<file path="src/rtl/shift_unit.sv">
// shift_unit: iterative shifter for the ALU datapath (SLL/SRL/SRA).
// Moves one bit position per clock instead of using a barrel shifter.
//
//  state | meaning
//  IDLE  | waiting for start; result holds last completed value
//  SHIFT | one position per clock, cnt holds the remaining shifts
//  DONE  | result freshly loaded, done pulses, back to IDLE next edge
module shift_unit #(
  parameter int n  = 32,
  parameter int sw = 5
) (
  input  logic          clk,
  input  logic          rst,
  input  logic          start,
  input  logic [n-1:0]  a,
  input  logic [sw-1:0] shamt,
  input  logic [1:0]    op,
  output logic          busy,
  output logic          done,
  output logic [n-1:0]  result
);

  typedef enum logic [1:0] {
    IDLE  = 2'd0,
    SHIFT = 2'd1,
    DONE  = 2'd2
  } state_t;

  localparam logic [sw-1:0] cnt_one = sw'(1);

  state_t        state;
  state_t        state_nxt;
  logic [n-1:0]  shreg;
  logic [n-1:0]  shifted;
  logic [sw-1:0] cnt;
  logic          dir;
  logic          arith;
  logic          last;

  // single-position shift of the working register; fill bit is the
  // sign only for an arithmetic right shift
  always_comb begin
    shifted = {shreg[n-2:0], 1'b0};
    if (dir) begin
      shifted = {arith & shreg[n-1], shreg[n-1:1]};
    end
  end

  assign last = (cnt == cnt_one);

  // state register
  always_ff @(posedge clk) begin
    if (rst) begin
      state <= IDLE;
    end else begin
      state <= state_nxt;
    end
  end

  // next-state logic and state-decoded outputs
  always_comb begin
    state_nxt = state;
    busy      = (state != IDLE);
    done      = (state == DONE);
    case (state)
      IDLE: begin
        if (start) begin
          state_nxt = (shamt == '0) ? DONE : SHIFT;
        end
      end
      SHIFT: begin
        if (last) begin
          state_nxt = DONE;
        end
      end
      DONE:    state_nxt = IDLE;
      default: state_nxt = IDLE;
    endcase
  end

  // datapath: capture operands on accept, shift, load result on last step
  always_ff @(posedge clk) begin
    if (rst) begin
      shreg  <= '0;
      cnt    <= '0;
      dir    <= 1'b0;
      arith  <= 1'b0;
      result <= '0;
    end else begin
      case (state)
        IDLE: begin
          if (start) begin
            shreg <= a;
            cnt   <= shamt;
            dir   <= op[0];
            // op 10 decodes as a left shift, so arith only matters with dir
            arith <= op[1] & op[0];
            if (shamt == '0) begin
              result <= a;
            end
          end
        end
        SHIFT: begin
          shreg <= shifted;
          cnt   <= cnt - cnt_one;
          if (last) begin
            result <= shifted;
          end
        end
        default: ;
      endcase
    end
  end

endmodule

</file>
<file path="config.mk">
export PLATFORM = sky130hd
export DESIGN_NAME = shift_unit
export DESIGN_NICKNAME = d
export VERILOG_FILES = /design/src/rtl/shift_unit.sv
export SDC_FILE = /design/constraint.sdc
export NUM_CORES = 1
export LEC_CHECK = 0
export ABC_AREA = 1
export ABC_CLOCK_PERIOD_IN_PS = 2080
export CORE_MARGIN = 2
export CORE_UTILIZATION = 34
export CTS_BUF_LIST = sky130_fd_sc_hd__clkbuf_4
export DETAILED_ROUTE_END_ITERATION = 8
export GPL_ROUTABILITY_DRIVEN = 0
export SYNTH_ARGS = -nofsm -noshare
export SYNTH_HDL_FRONTEND = slang
export SYNTH_SLANG_ARGS = --single-unit
export TNS_END_PERCENT = 100
</file>
<file path="constraint.sdc">
create_clock -name clk -period 2.08 [get_ports clk]
set_input_delay 0.416 -clock clk [delete_from_list [all_inputs] [get_ports clk]]
set_output_delay 0.416 -clock clk [all_outputs]
set_load 0.03 [all_outputs]
</file>
==> flow_summary_export.csv <==
group,metric,value,unit
pwr,p_leak,2.878,nW
synthesis,synth_fa_ha_area_share,0.6154,%
setup_path,worst_ep_arrival_time,1.55,ns
cts,clkLatencyLatePin,0.44,ns
synthesis,synth-xor-area-share,0,%
pwr,pwr_density_cell,927.4,nW/um^2
place,hpwl,7046,um
sta,finalCritPeriodShare,94.44,%
cells_and_area,seq_area,1461,um^2
route,drc,0,
sta,slew_viol_final,0,
cells_and_area,layout.nets,783,
cells_and_area,utilization,43.63,%
setup_path,crit_type,"flip-flop to output pin",
cts,cts_tree,"yes",
synthesis,yosysWarnings,0,
global_route,grt_max_degree,38,
cells_and_area,multi_input_area,1788,um^2
sta,fmax,509.1,MHz
setup_path,worstReg2RegEnd,"result[23]$_SDFFE_PP0P_",
setup_path,crit_path_start,"state[1]$_SDFFE_PP0P_",
route,num_vias,3960,
synthesis,netlist_instances,673,
floorplanning,dieArea,12850,um^2
global_route,grt_pass1_vias,3874,
floorplanning,start_util,35.16,%
global_route,grt_pass1_wl,17220,um
route,detail-route-antenna-nets,0,
flow_run,drv_cap,0,
setup_path,cp.required,1.66,ns
sta,rsz0062_at_grt,"false",
outcome,status,"complete, no violations",
route,drt_iter0_drc,207,
route,first_pass_iters,5,
synthesis,synth_top_cell_area_share,35.94,%
synthesis,synth-compound-area-share,8.308,%
cts,cts_hold_buf,0,
min_path,hold_end,"shreg[0]$_SDFFE_PP0P_",
synthesis,muxShareOfSynthArea,0,%
floorplanning,num_io_pins,76,
cts,cts_buffer_depth,2,
sta,finalHoldViolCount,0,
synthesis,netlist-cell-type-count,22,
sta,setup_violations,0,
place,place_ws,0.1237,ns
min_path,worstHoldStart,"shreg[0]$_SDFFE_PP0P_",
sta,fin_tns_setup,0,ns
synthesis,ys_seq_area_share,35.94,%
synthesis,yosysTopAreaCell,"dfxtp_1",
place,port_buffers,75,
synthesis,synth.avg_cell_area,6.042,um^2
route,routed_wl,9885,um
floorplanning,die_y,113.4,um
sta,fin_crit,1.964,ns
min_path,hp-class,"flip-flop to flip-flop",
cts,postCtsSetupRepairBufs,0,
cts,cts_sinks,73,
setup_path,r2r_slack,0.40,ns
synthesis,synth_seq_cells,73,
cts,clk_pin_slew,0.12,ns
cells_and_area,drive_gt1_share,5.108,%
sta,worst_slew_pin_slew,0.4692,ns
sta,slew_headroom,68.69,%
sta,postLayoutSetupSlackWorst,0.1157,ns
setup_path,crit_fanout,4,
route,wl_per_cell,11.13,um
cells_and_area,fill_cells,1259,
setup_path,reg2reg_depth,6,
floorplanning,rows,39,
cts,h-tree-depth,3,
pwr,ir_drop,0.0004204,V
synthesis,syn_nets,717,
setup_path,reg2reg_from,"state[0]$_SDFFE_PP0P_",
cts,cts_root_buf,"clkbuf_4",
floorplanning,fp.dieW,113.4,um
synthesis,synthTopCellsByArea,"dfxtp_1 36%, nand2_1 22%, inv_1 14%",
cells_and_area,area_delta_synth_final,24.09,%
floorplanning,core_area,11560,um^2
route,viasPerCell,4.459,
cts,numCtsBuffers,9,
synthesis,netlist_area,4066,um^2
sta,fin_skew,0.01453,ns
global_route,track_usage,16.30,%
global_route,antenna_found_initial,1,
global_route,grt-ovfl-total,0,
setup_path,end_kind,"output pin",
synthesis,yosys.area_share.simple,35.05,%
synthesis,synth_top_family_by_area,"simple AND/OR/NAND/NOR gates",
setup_path,startpoint_type,"flip-flop",
min_path,hold_depth,2,
power by group:
| part | switching (mW) | total (mW) | internal, mW | leakage [nW] |
|---|---|---|---|---|
| Sequential | 0.148 | 1.83 | 1.68 | 0.604 |
| Clock | 0.526 | 0.899 | 0.372 | 0.0715 |
| Combinational | 1.20 | 1.96 | 0.754 | 2.20 |
| Total | 1.88 | 4.68 | 2.80 | 2.88 |
synthesized netlist by cell type:
library cell and n:
nand2_1 239, inv_1 155, dfxtp_1 73, nor2_1 67
nand3_1 40, o211ai_1 28, buf_2 18, a21oi_1 13
o21ai_0 8, buf_4 6, buf_6 6, clkbuf_1 5
nand4_1 4, ha_1 2, inv_2 2, inv_4 1
nand2_2 1, nand3_4 1, nand3b_1 1, nor2_8 1
o21ai_4 1, o22ai_1 1
cells by family (layout without fill, tap and decap cells):
group,Yosys count,in the layout
compound gates,51,51
fa+ha+maj,2,2
buf+inv,193,264
flops,73,73
other cells,0,1
simple gates,354,354
registers in the layout (all words and copies together), names as in the netlist:
| signal | count |
|---|---|
| arith | 1 |
| cnt | 5 |
| dir | 1 |
| result | 32 |
| shreg | 32 |
| state | 2 |
worst max path at each step:
stage,endpoint,slack (ns),cells past startpoint
floorplan,done,0.66,3
global route,done,0.006,3
CTS,done,0.05,3
global placement,result[29]$_SDFFE_PP0P_,0.15,10
finish,done,0.12,3
detailed placement,result[30]$_SDFFE_PP0P_,0.12,6
worst max-delay path, cell delays in order (launching register included):
cell             delay [ns]
dfxtp_1                0.48
inv_2                  0.11
nor2_1                 0.15
clkdlybuf4s15_1        0.39
cell type report:
type | instances | share of cell area [%]
antenna | 1 | 0.04959
clock buffer | 10 | 1.488
clock inverter | 6 | 1.165
inverter | 158 | 11.80
multi-input combinational | 407 | 35.43
sequential | 73 | 28.96
tap | 143 | 3.546
timing repair buffer | 90 | 17.56
per-layer routing:
metal	track usage (%)	vias to the layer above	share of wire, %
li1	-	2112	-
met5	0	-	0
met4	6.098	0	1.3
met2	26.47	92	45
met1	21.44	1746	49
met3	3.321	10	4.6
stage by stage:
stage	hold WS, ns	cells	power, mW	cell area, um^2
global route	0.5010	888	5.036	5046
global placement	0.4442	871	3.799	4910
floorplan	0.4285	673	3.192	4066
detailed placement	0.4474	871	3.821	4910
CTS	0.4658	887	4.732	5042
finish	0.4697	888	4.680	5046
cell usage in the layout, fill, tap and decap left out, types with 2 or more instances in the layout:
cell type	netlist	final
inv_1	155	154
ha_1	2	2
buf_12	0	2
a21oi_1	13	13
nor2_1	67	67
dfxtp_1	73	73
clkbuf_4	0	10
buf_4	6	14
clkdlybuf4s50_1	0	73
clkinv_1	0	2
inv_2	2	3
o21ai_0	8	8
nand3_1	40	40
nand4_1	4	4
o211ai_1	28	28
nand2_1	239	239
repair_timing:
action	CTS	global route
resized for setup	1	1
endpoints found under the setup margin	1	1
cloned	0	0
(Power assumes the default switching activity.)
